[src/rtl/keypad_pkg.sv]
// rtl/keypad_pkg.sv - keypad key codes, debounce states and row/col-to-code mapping
package keypad_pkg;

  localparam logic [3:0] KEY_0    = 4'd0;
  localparam logic [3:0] KEY_1    = 4'd1;
  localparam logic [3:0] KEY_2    = 4'd2;
  localparam logic [3:0] KEY_3    = 4'd3;
  localparam logic [3:0] KEY_4    = 4'd4;
  localparam logic [3:0] KEY_5    = 4'd5;
  localparam logic [3:0] KEY_6    = 4'd6;
  localparam logic [3:0] KEY_7    = 4'd7;
  localparam logic [3:0] KEY_8    = 4'd8;
  localparam logic [3:0] KEY_9    = 4'd9;
  localparam logic [3:0] KEY_A    = 4'd10;
  localparam logic [3:0] KEY_B    = 4'd11;
  localparam logic [3:0] KEY_C    = 4'd12;
  localparam logic [3:0] KEY_D    = 4'd13;
  localparam logic [3:0] KEY_STAR = 4'd14;
  localparam logic [3:0] KEY_HASH = 4'd15;

  typedef enum logic [1:0] {IDLE, DEBOUNCE, HELD, RELEASE} kp_state_e;

  function automatic logic [3:0] key_map(input logic [1:0] row, input logic [1:0] col);
    logic [3:0] code;
    code = KEY_0;
    case ({row, col})
      4'h0: code = KEY_1;
      4'h1: code = KEY_2;
      4'h2: code = KEY_3;
      4'h3: code = KEY_A;
      4'h4: code = KEY_4;
      4'h5: code = KEY_5;
      4'h6: code = KEY_6;
      4'h7: code = KEY_B;
      4'h8: code = KEY_7;
      4'h9: code = KEY_8;
      4'hA: code = KEY_9;
      4'hB: code = KEY_C;
      4'hC: code = KEY_STAR;
      4'hD: code = KEY_0;
      4'hE: code = KEY_HASH;
      default: code = KEY_D;
    endcase
    return code;
  endfunction

endpackage

[src/rtl/keypad_scan_if.sv]
// rtl/keypad_scan_if.sv - keypad matrix lines and accepted-key outputs
interface keypad_scan_if;
  logic [3:0] row_in;
  logic [3:0] col_out;
  logic [3:0] key_code;
  logic       pressed;
  logic       key_held;

  modport master (input row_in, output col_out, output key_code, output pressed, output key_held);
  modport slave  (output row_in, input col_out, input key_code, input pressed, input key_held);
endinterface

[src/rtl/keypad_debounce.sv]
// rtl/keypad_debounce.sv - frame-level press/release debounce FSM
module keypad_debounce
  import keypad_pkg::*;
#(
  parameter int DEBOUNCE_CNT = 4
) (
  input  logic       clk,
  input  logic       rst_n,
  input  logic       frame_end_i,
  input  logic       frame_valid_i,
  input  logic [3:0] frame_code_i,
  output logic       pressed_o,
  output logic       key_held_o,
  output logic [3:0] key_code_o
);

  localparam int CW = $clog2(DEBOUNCE_CNT + 1);
  localparam logic [CW-1:0] CNT_MAX = CW'(DEBOUNCE_CNT);

  kp_state_e     state_q;
  logic [CW-1:0] cnt_q;
  logic [3:0]    cand_q;
  logic [3:0]    key_code_q;
  logic          pressed_q;
  logic          key_held_q;

  logic [CW-1:0] cnt_inc;
  logic          cnt_hit;

  assign cnt_inc = (cnt_q == CNT_MAX) ? cnt_q : cnt_q + CW'(1);
  assign cnt_hit = (cnt_inc == CNT_MAX);

  // pressed_q defaults low every cycle, so an acceptance yields exactly one cycle
  always_ff @(posedge clk or negedge rst_n) begin
    if (!rst_n) begin
      state_q    <= IDLE;
      cnt_q      <= '0;
      cand_q     <= '0;
      key_code_q <= '0;
      pressed_q  <= 1'b0;
      key_held_q <= 1'b0;
    end else begin
      pressed_q <= 1'b0;
      if (frame_end_i) begin
        unique case (state_q)
          IDLE: begin
            if (frame_valid_i) begin
              cand_q <= frame_code_i;
              if (DEBOUNCE_CNT == 1) begin
                state_q    <= HELD;
                key_code_q <= frame_code_i;
                pressed_q  <= 1'b1;
                key_held_q <= 1'b1;
                cnt_q      <= '0;
              end else begin
                state_q <= DEBOUNCE;
                cnt_q   <= CW'(1);
              end
            end
          end
          DEBOUNCE: begin
            if (frame_valid_i && frame_code_i == cand_q) begin
              if (cnt_hit) begin
                state_q    <= HELD;
                key_code_q <= cand_q;
                pressed_q  <= 1'b1;
                key_held_q <= 1'b1;
                cnt_q      <= '0;
              end else begin
                cnt_q <= cnt_inc;
              end
            end else begin
              state_q <= IDLE;
              cnt_q   <= '0;
            end
          end
          HELD: begin
            if (!frame_valid_i) begin
              if (DEBOUNCE_CNT == 1) begin
                state_q    <= IDLE;
                key_held_q <= 1'b0;
                cnt_q      <= '0;
              end else begin
                state_q <= RELEASE;
                cnt_q   <= CW'(1);
              end
            end else begin
              cnt_q <= '0;
            end
          end
          default: begin
            if (!frame_valid_i) begin
              if (cnt_hit) begin
                state_q    <= IDLE;
                key_held_q <= 1'b0;
                cnt_q      <= '0;
              end else begin
                cnt_q <= cnt_inc;
              end
            end else begin
              state_q <= HELD;
              cnt_q   <= '0;
            end
          end
        endcase
      end
    end
  end

  assign pressed_o  = pressed_q;
  assign key_held_o = key_held_q;
  assign key_code_o = key_code_q;

endmodule

[src/rtl/keypad_scan.sv]
// rtl/keypad_scan.sv - 4x4 keypad column scanner with per-frame candidate capture
module keypad_scan
  import keypad_pkg::*;
#(
  parameter int SCAN_DIV     = 250,
  parameter int DEBOUNCE_CNT = 4
) (
  input  logic          clk,
  input  logic          rst_n,
  keypad_scan_if.master kp
);

  localparam int DW = $clog2(SCAN_DIV);

  logic [DW-1:0] dwell_q, dwell_d;
  logic [1:0]    col_q, col_d;
  logic          cand_valid_q, cand_valid_d;
  logic [3:0]    cand_code_q, cand_code_d;

  logic       dwell_last;
  logic       frame_end;
  logic [3:0] row_act;
  logic       row_hit;
  logic [1:0] hit_row;
  logic [3:0] sample_code;
  logic       frame_valid;
  logic [3:0] frame_code;

  assign dwell_last = (dwell_q == DW'(SCAN_DIV - 1));
  assign frame_end  = dwell_last && (col_q == 2'd3);
  assign row_act    = ~kp.row_in;
  assign row_hit    = |row_act;

  always_comb begin
    hit_row = 2'd0;
    for (int r = 3; r >= 0; r--) begin
      if (row_act[r]) hit_row = 2'(r);
    end
  end

  assign sample_code = key_map(hit_row, col_q);

  // col3's own sample still counts when nothing was captured earlier in the frame
  assign frame_valid = cand_valid_q | (dwell_last & row_hit);
  assign frame_code  = cand_valid_q ? cand_code_q : sample_code;

  always_comb begin
    dwell_d      = dwell_q + DW'(1);
    col_d        = col_q;
    cand_valid_d = cand_valid_q;
    cand_code_d  = cand_code_q;
    if (dwell_last) begin
      dwell_d = '0;
      col_d   = col_q + 2'd1;
    end
    if (frame_end) begin
      cand_valid_d = 1'b0;
      cand_code_d  = '0;
    end else if (dwell_last && row_hit && !cand_valid_q) begin
      cand_valid_d = 1'b1;
      cand_code_d  = sample_code;
    end
  end

  always_ff @(posedge clk or negedge rst_n) begin
    if (!rst_n) begin
      dwell_q      <= '0;
      col_q        <= '0;
      cand_valid_q <= 1'b0;
      cand_code_q  <= '0;
    end else begin
      dwell_q      <= dwell_d;
      col_q        <= col_d;
      cand_valid_q <= cand_valid_d;
      cand_code_q  <= cand_code_d;
    end
  end

  assign kp.col_out = ~(4'b0001 << col_q);

  keypad_debounce #(
    .DEBOUNCE_CNT(DEBOUNCE_CNT)
  ) u_debounce (
    .clk          (clk),
    .rst_n        (rst_n),
    .frame_end_i  (frame_end),
    .frame_valid_i(frame_valid),
    .frame_code_i (frame_code),
    .pressed_o    (kp.pressed),
    .key_held_o   (kp.key_held),
    .key_code_o   (kp.key_code)
  );

endmodule

[src/flat_wrapper.sv]
// flat-port wrapper written by rule: the top's interface ports become plain ports
module keypad_scan_flat import keypad_pkg::*;
#(
  parameter int SCAN_DIV     = 250,
  parameter int DEBOUNCE_CNT = 4
)
  (clk, rst_n, kp_row_in, kp_col_out, kp_key_code, kp_pressed, kp_key_held);
  keypad_scan_if kp_i ();
  input  logic clk;
  input  logic rst_n;
  input wire logic [$bits(kp_i.row_in)-1:0] kp_row_in;
  output wire logic [$bits(kp_i.col_out)-1:0] kp_col_out;
  output wire logic [$bits(kp_i.key_code)-1:0] kp_key_code;
  output wire logic [$bits(kp_i.pressed)-1:0] kp_pressed;
  output wire logic [$bits(kp_i.key_held)-1:0] kp_key_held;
  assign kp_i.row_in = kp_row_in;
  assign kp_col_out = kp_i.col_out;
  assign kp_key_code = kp_i.key_code;
  assign kp_pressed = kp_i.pressed;
  assign kp_key_held = kp_i.key_held;
  keypad_scan #(.SCAN_DIV(SCAN_DIV), .DEBOUNCE_CNT(DEBOUNCE_CNT)) u_core (.clk(clk), .rst_n(rst_n), .kp(kp_i));
endmodule
[config.mk]
export PLATFORM = sky130hd
export DESIGN_NAME = keypad_scan_flat
export DESIGN_NICKNAME = d
export VERILOG_FILES = /design/src/rtl/keypad_pkg.sv /design/src/rtl/keypad_scan_if.sv /design/src/rtl/keypad_debounce.sv /design/src/rtl/keypad_scan.sv /design/src/flat_wrapper.sv
export SDC_FILE = /design/constraint.sdc
export NUM_CORES = 1
export LEC_CHECK = 0
export CAP_MARGIN = 10
export CORE_MARGIN = 4
export CORE_UTILIZATION = 52
export DETAILED_ROUTE_END_ITERATION = 6
export PLACE_DENSITY = 0.72
export SYNTH_ARGS = -nofsm -noshare
export SYNTH_HDL_FRONTEND = slang
export SYNTH_HIERARCHICAL = 1
export SYNTH_SLANG_ARGS = --single-unit
[constraint.sdc]
create_clock -name clk -period 2.8 [get_ports clk]
set_input_delay 0.28 -clock clk [delete_from_list [all_inputs] [get_ports clk]]
set_output_delay 0.28 -clock clk [all_outputs]
set_load 0.01 [all_outputs]
Yosys cells after proc, flatten, opt, wreduce, memory -nomap -nowiden --
Memory sizes are Yosys's and may differ from the RTL's. Index checks and enable logic that the tools add are counted.
Cells by class: add/subtract/negate cells 3, equality and inequality tests 12, multiplexer cells 33, shift-type cells 1, reduce and logical (&&, ||, !) cells 15, bitwise operators 5
Operators with widths (count):
- $mux 2 | 10
- $mux 3 | 5
- $mux 4 | 3
- $mux 1 | 11
- $reduce_and 5->1 | 2
- $pmux 3 s3 | 1
- $add 8x1->8 const B | 1
- $eq 8x8->1 const B | 1
- $mux 8 | 1
- $not 4->4 | 2
- $eq 3x3->1 const B | 2
- $ne 2x2->1 const B | 3
- $pmux 2 s3 | 1
- $eq 2x2->1 const B | 2
- $eq 4x4->1 | 1
- $logic_and 1x1->1 | 4
- $reduce_and 4->1 | 1
- $reduce_bool 4->1 | 1
- $reduce_or 4->1 | 1
- $shl 1x2->4 const A | 1
- $add 3x1->3 const B | 1
- $ne 3x3->1 const B | 1
- $reduce_and 3->1 | 1
- $add 2x1->2 const B | 1
- other kinds (11) | 11
Word-level totals: flip-flop bits (word level) 30, output and inout bits 10, memories 1, memory bits (read-only) 64, bits of input ports 6
Memory list:
- (name not given) | words 16, bits a word 4, read ports 1, clocked after memory_dff 0, write ports 0, line keypad_pkg.sv:26 | case ({row, col})

Longest topological paths before layout --
Gate-level depths: netlist (run 1). An unclocked memory read counts as a cell.
depth after elaboration 12, gate-level depth with buffers 12, mapped depth without buffers 11

By module --
Netlist (run 1), hierarchy kept.
By module, submodules not included:
- keypad_scan | area an instance 996.0 um^2, instances 1, sequential area each 375.4 um^2, cells each 110
- keypad_debounce | area an instance 897.1 um^2, instances 1, sequential area each 375.4 um^2, cells each 86

Worst setup path before layout (run 1) --
No wires, ideal clock.
path kind register -> register, start point register u_core.col_q[0], end point register u_core.u_debounce.key_code_q[0] (netlist: u_core/u_debounce/key_code_o[0]), path slack 140 ps, cell stages (with the launch flop) 11, data arrival time 2534 ps, path buffers 1, library setup time 125 ps, cells stage by stage dfrtp_1 inv_1 ha_1 o221ai_1 nand3_1 o21ai_0 xnor2_1 nand3_1 or4b_1 buf_6 mux2_4
On the way: longest elaborated chain between the ends 5, elaborated cells on any way between the ends 7, classes of those cells eq/ne: 2; mux: 1; reduce/logical: 3; memory: 1
RTL lines:
- start: declaration | line keypad_scan.sv:16 | logic [1:0] col_q, col_d;
- start signal: assignment | line keypad_scan.sv:73 | col_q <= col_d;
- $mem_v2 16x4
- $mux 4 | line keypad_scan.sv:45 | assign frame_code = cand_valid_q ? cand_code_q : sample_code;
- net u_core.frame_code[2] | line keypad_scan.sv:27 | logic [3:0] frame_code;
- $eq 4x4->1 | line keypad_debounce.sv:62 | if (frame_valid_i && frame_code_i == cand_q) begin
- $logic_and 1x1->1 | line keypad_debounce.sv:62
- $reduce_and 4->1 (no line)
- end signal: assignment | line keypad_debounce.sv:51 | key_code_q <= frame_code_i;
- end signal: assignment | line keypad_debounce.sv:65 | key_code_q <= cand_q;
- end: declaration | line keypad_debounce.sv:23 | logic [3:0] key_code_q;
The timed path passes the listed nets, and every way through them passes these cells. A chain may end at the register's enable or synchronous reset.

Worst setup path in the final report (run 1) --
start point register u_core.u_debounce.cnt_q[0], end point register u_core.u_debounce.key_code_q[1] (netlist: u_core/u_debounce/key_code_o[1])
On the way: longest elaborated chain between the ends 4, elaborated cells on any way between the ends 5, classes of those cells add/sub: 1; eq/ne: 2; mux: 1; reduce/logical: 1
RTL lines:
- start: declaration | line keypad_debounce.sv:21 | logic [CW-1:0] cnt_q;
- start signal: assignment | line keypad_debounce.sv:70 | cnt_q <= cnt_inc;
- start signal: assignment | line keypad_debounce.sv:98 | cnt_q <= cnt_inc;
- $add 3x1->3 or $eq 3x3->1 (tied branches) | line keypad_debounce.sv:30 | assign cnt_inc = (cnt_q == CNT_MAX) ? cnt_q : cnt_q + CW'(1);
- $mux 3 (*) | line keypad_debounce.sv:30
- $eq 3x3->1 (*) | line keypad_debounce.sv:31 | assign cnt_hit = (cnt_inc == CNT_MAX);
- $reduce_and 4->1 (no line) (*)
Mark *: on every way between the ends. The rest lies on a longest branch, timed or not.

==> run summary, run 1 <==
residual DRC count: 0
Sink Count: 30
CP Buf/Inv Count: 1
r2r setup slk: 0.12 ns
Root Buffer Master: clkbuf_4
Leak: 1.09 nW
wire per inst: 15.0 um
DR vias/cell: 5.76
post-synth top area share: 39.7%
worst path required time: 3.03 ns
vias in the first global route: 1577
Cell Pwr Density: 395 mW/mm2
Final Non-Filler Cells: 286
outcome: complete, no violations
die area: 0.00467 mm2
minimum clock period: 2.68 ns
Clock transition at path regs: 0.11 ns
Die Width: 68.3 um
RR Endpoint: u_core/u_debounce/key_code_o[1]$_DFFE_PN0P_
endpoints failing setup: 0
layout cells sized above 1: 25.4%
Post-synth top cells: dfrtp_1, inv_1, nand2_1
Worst setup SP type: flip-flop
total gr overflow: 0
Fmax achieved: 0.373 GHz
fin util: 70.7%
placer congestion estimate: 0.958
Slew @ Worst Pin: 0.370 ns
Netlist cell types: 45
Peak VDD IR: 0.246 mV
dpl ws: -0.188 ns
GRT Util Overall: 20.5%
CP max stage delay: 0.58 ns
Synth Register Bits: 30
kind of cell adding the most delay to the critical path: simple AND/OR/NAND/NOR gates
PortBufs: 15
Yosys Warn Count: 6
cts bufs inserted: 5
worst path arrival time: 2.92 ns
Slew headroom: 75.3%
clock buffer depth: 2
Worst Hold Slack: 0.303 ns
nets@finish: 258
# fillers: 253
Async S/R FF share, synth: 100%
worst-path cell chain: inv_1 > ha_1 > or3b_1 > a311oi_2 > or4b_4 > mux2_4
Yosys top cell by area: dfrtp_1
Top FF cell, synth: dfrtp_1
Worst Path Max Fanout: 7
FP Rows: 21
initial antenna violation count: 0
slowest CP cell: or4b_4
Reg2Reg Launch Point: u_core/u_debounce/cnt_q[0]$_DFFE_PN0P_
DP Cell Count: 278
max cap viols: 0
largest net degree at the start of global routing: 31
r2r worst-path depth: 6
Inserted Diodes: 0
DR iter-0 viols: 148
final wirelength: 4.29 mm
setup_tns: 0 ns
Worst Hold Class: input port to asynchronous set/reset pin
area of the multi-input gates: 0.00107 mm2
Period Utilization, post-route: 95.8%
P&R area growth vs syn: 27.6%
worst setup margin: 0.117 ns
first-pass iteration count of the detailed router: 4
clk_lat worst skew: 0.35 ns
Post-CTS Hold Buffers: 0
Final Hold Fails: 0
initial cell density of the core: 55.4%
Slew Viols, Final: 0
register area: 751 um2
WS Path Type: flip-flop to flip-flop
post-DP HPWL: 3.20 mm
ranking of synthesized cells by area: dfrtp_1, ha_1, inv_1
top-count cell post-synth: dfrtp_1
Synth Cell Area: 0.00189 mm2
CTS tree: yes
sequential area share after synthesis: 39.7%
Clock Skews: 0.0141 ns
first-pass GRT wire length: 7.10 mm
Synthesized Nets: 215
endpoint class of the critical path: flip-flop
Post-synth EDFFs: 0
core box area: 0.00342 mm2
Post-Syn Instances: 196
overall die height: 68.3 um
total number of vias: 1646
H-tree depth: 2
I/O pins: 16
DRT antenna net count: 0
Synth Area per Inst: 9.66 um2
## per-layer routing
metal | share of wire [%] | vias up | GRT usage [%] | wire [um]
met5 | 0 | - | 0 | 0
met4 | 2.1 | 0 | 8.68 | 91
met3 | 4.3 | 13 | 5.58 | 185
met2 | 51 | 47 | 36.5 | 2190
met1 | 42 | 808 | 22.8 | 1820
li1 | - | 778 | - | -
## where the power goes
part           leakage (nW)  internal, W  total (W)  switching (W)
Sequential            0.384     0.000433   0.000434     0.00000113
Clock                0.0585     0.000302   0.000461       0.000159
Combinational         0.648    0.0000290  0.0000583      0.0000293
Total                  1.09     0.000765   0.000954       0.000190
## logic make-up after synthesis
group	synth area share, %
XOR/XNOR	4.63
adder cells (fa/ha/maj)	8.59
AND/OR/NAND/NOR	17.6
AO/OA/AOI/OAI	15.1
multiplexers	8.33
flip-flops	39.7
buffers and inverters	6.01
## registers in the layout, indices dropped and copies added (netlist names)
register / count
u_core/dwell_q: 8
u_core/cand_code_q: 4
u_core/u_debounce/cand_q: 4
u_core/u_debounce/key_code_o: 4
u_core/u_debounce/cnt_q: 3
u_core/col_q: 2
u_core/u_debounce/state_q: 2
u_core/cand_valid_q: 1
u_core/u_debounce/key_held_o: 1
u_core/u_debounce/pressed_o: 1
## how the worst max path moves through the flow
| stage | startpoint | endpoint | cells past startpoint |
|---|---|---|---|
| after floorplan | u_core/col_q[0]$_DFFE_PN0N_ | u_core/u_debounce/key_code_o[0]$_DFFE_PN0P_ | 10 |
| after global placement | kp_row_in[1] | u_core/u_debounce/key_code_o[1]$_DFFE_PN0P_ | 10 |
| after detailed placement | kp_row_in[2] | u_core/u_debounce/key_code_o[1]$_DFFE_PN0P_ | 10 |
| after CTS | u_core/col_q[1]$_DFFE_PN0N_ | u_core/u_debounce/state_q[1]$_DFFE_PN0P_ | 11 |
| after global routing | u_core/col_q[1]$_DFFE_PN0N_ | u_core/u_debounce/state_q[1]$_DFFE_PN0P_ | 11 |
| final | u_core/u_debounce/cnt_q[0]$_DFFE_PN0P_ | u_core/u_debounce/key_code_o[1]$_DFFE_PN0P_ | 6 |
## cell usage in the layout (no fill, tap or decap), drive strengths merged, types with 2 or more instances in the layout
| cell | synthesis | layout |
|---|---|---|
| a21oi | 10 | 10 |
| a22o | 2 | 2 |
| a31oi | 3 | 3 |
| and4 | 2 | 2 |
| buf | 3 | 27 |
| bufinv | 0 | 2 |
| clkbuf | 3 | 6 |
| clkdlybuf4s50 | 0 | 15 |
| dfrtp | 30 | 30 |
| ha | 13 | 13 |
| inv | 19 | 19 |
| mux2 | 10 | 10 |
| mux2i | 3 | 3 |
| nand2 | 17 | 17 |
| nand2b | 5 | 5 |
| nand3 | 8 | 8 |
| nor2 | 13 | 13 |
| nor3 | 5 | 5 |
| nor3b | 3 | 3 |
| o211ai | 2 | 2 |
| o21ai | 10 | 10 |
| o221ai | 2 | 2 |
| o31ai | 7 | 7 |
| or3 | 2 | 2 |
| xnor2 | 7 | 7 |
| xor2 | 3 | 3 |
## through the flow
step | power [W] | instance area, um2
after floorplan | 0.000459 | 1890
after global placement | 0.000496 | 2260
after detailed placement | 0.000498 | 2260
after CTS | 0.000955 | 2380
after global routing | 0.000985 | 2420
final | 0.000954 | 2420
## final cells by class
type | instances | area share [%]
Multi-Input combinational cell | 141 | 44.4
Sequential cell | 30 | 31.1
Timing Repair Buffer | 42 | 14.6
Inverter | 19 | 2.95
Clock inverter | 2 | 2.49
Tap cell | 46 | 2.38
Clock buffer | 6 | 2.12
## what timing repair did
item                       in CTS  in global routing
buffers inserted                0                  0
gates cloned                    0                  0
pin swaps                       0                  1
resized for setup               1                 11
setup endpoints to repair       4                  7
(Power assumes the default switching activity.)
==> run 2, diff against run 1 <==
Settings changed: SKIP_LAST_GASP set to 1.
==> results of run 2 <==
No change in the layout: final DEF, timing and power equal those of run 1.
==> run 3, diff against run 2 <==
Settings changed: GPL_TIMING_DRIVEN set to 0.
==> run 3 against run 2 <==
  * Critical path depth rose by 4
  * Via count fell by 2.2%
  * Clock skew fell by 0.0031 ns
  * Flip-flop and latch count did not move
  * Power fell by 22%
  * Final cell count fell by 3.5%
==> run summary, run 3 (synthesized netlist as in run 1, its figures left out) <==
final wirelength: 4.09 mm
layout cells sized above 1: 23.5%
Inserted Diodes: 0
endpoint class of the critical path: flip-flop
FP Rows: 21
minimum clock period: 2.68 ns
Post-CTS Hold Buffers: 0
CP Depth: 10
initial cell density of the core: 55.4%
Largest register FFs: 8
worst path required time: 3.02 ns
H-tree depth: 2
worst-path cell chain: inv_4 > ha_4 > nor2_1 > mux2_2 > a21oi_2 > o21ai_2 > xnor2_1 > nand3_1 > or4b_4 > mux2_4
commonest non-fill, non-tap cells in the layout: dfrtp_1, inv_1, nand2_1
r2r worst-path depth: 10
Die Width: 68.3 um
Period Utilization, post-route: 95.6%
WS Path Type: flip-flop to flip-flop
GRT Util Overall: 18.9%
placer congestion estimate: 0.873
nets@finish: 248
CP max stage delay: 0.64 ns
largest net degree at the start of global routing: 21
die area: 0.00467 mm2
kind of cell adding the most delay to the critical path: simple AND/OR/NAND/NOR gates
Worst Hold Slack: 0.278 ns
slowest CP cell: or4b_4
max cap viols: 0
Reg with most FFs: u_core/dwell_q
Fmax achieved: 0.374 GHz
Cell Pwr Density: 323 mW/mm2
fin util: 67.8%
first-pass iteration count of the detailed router: 4
I/O pins: 16
Worst Hold Class: input port to asynchronous set/reset pin
wire per inst: 14.8 um
CP Buf/Inv Count: 1
Clock transition at path regs: 0.10 ns
endpoints failing setup: 0
total number of vias: 1609
Clock Skews: 0.0110 ns
cts bufs inserted: 5
residual DRC count: 0
CTS tree: yes
Worst Path Max Fanout: 7
overall die height: 68.3 um
Root Buffer Master: clkbuf_4
Slew headroom: 66.2%
DR iter-0 viols: 122
worst path arrival time: 2.89 ns
Sink Count: 30
outcome: complete, no violations
P&R area growth vs syn: 22.4%
most common cell after layout, fill and taps aside: dfrtp_1
first-pass GRT wire length: 6.53 mm
Leak: 1.04 nW
Worst setup SP type: flip-flop
Peak VDD IR: 0.281 mV
post-DP HPWL: 2.78 mm
initial antenna violation count: 0
DRT antenna net count: 0
clk_lat worst skew: 0.33 ns
Slew Viols, Final: 0
vias in the first global route: 1512
clock buffer depth: 2
core box area: 0.00342 mm2
DR vias/cell: 5.83
PortBufs: 14
total gr overflow: 0
Final Hold Fails: 0
Slew @ Worst Pin: 0.505 ns
run 3: changes by cell type in the layout (fill, tap and decap cells not counted), moves of 2 or more:
cell             change
buf_4               -14
clkdlybuf4s50_1      -4
clkbuf_1             +3
buf_8                +2
bufinv_16            -2
dfrtp_1              -2
dfrtp_2              +2
dlymetal6s2s_1       +2
run 3: final timing paths:
kind | start | to | slack, ns
max in group asynchronous | rst_n | u_core/col_q[0]$_DFFE_PN0N_ | 1.98
setup reg to reg | u_core/col_q[0]$_DFFE_PN0N_ | u_core/u_debounce/key_code_o[0]$_DFFE_PN0P_ | 0.12
min in group clk | kp_row_in[0] | u_core/cand_code_q[2]$_DFFE_PN0P_ | 0.44
hold reg to reg | u_core/u_debounce/key_held_o$_DFFE_PN0P_ | u_core/u_debounce/key_held_o$_DFFE_PN0P_ | 0.50
hold / removal | rst_n | u_core/u_debounce/pressed_o$_DFF_PN0_ | 0.28
setup / recovery | u_core/col_q[0]$_DFFE_PN0N_ | u_core/u_debounce/key_code_o[0]$_DFFE_PN0P_ | 0.12
run 3: repair_timing:
action,CTS,global route
hold endpoints to repair,0,0
buffers inserted,1,11
cloned,0,0
pin swaps,0,7
endpoints found under the setup margin,7,8
gates resized for setup,10,15
run 3: per-stage QoR:
stage	std cells	setup slack, ns	TNS [ns]	total power [W]	instance area, um2
4_1_cts	266	0.00317	0	0.000749	2190
3_5_place_dp	257	-0.405	-2.56	0.000482	2110
5_1_grt	276	-0.0213	-0.0449	0.000783	2320
3_3_place_gp	256	-0.327	-1.96	0.000478	2090
6_report	276	0.123	0	0.000748	2320
2_1_floorplan	196	0.140	0	0.000459	1890
run 3: cell type report:
| cell class | instances | area [um2] |
|---|---|---|
| buffer | 5 | 35.0 |
| inverter | 19 | 73.8 |
| sequential | 30 | 753 |
| multi-input combinational | 141 | 1090 |
| clock inverter | 1 | 5.00 |
| timing repair buffer | 27 | 249 |
| clock buffer | 7 | 55.1 |
| fill | 274 | 1100 |
| tap | 46 | 57.6 |
run 3: per-layer routing:
metal	GRT usage [%]	wire, um
met1	23.2	1810
met2	30.2	1970
met3	6.08	231
met4	7.94	81
met5	0	0
run 3: power breakdown:
group / internal (W) / leakage (nW) / total (W) / switching (W)
Combinational: 0.0000176 / 0.628 / 0.0000458 / 0.0000283
Clock: 0.000122 / 0.0353 / 0.000269 / 0.000147
Sequential: 0.000433 / 0.381 / 0.000433 / 0.0000000983
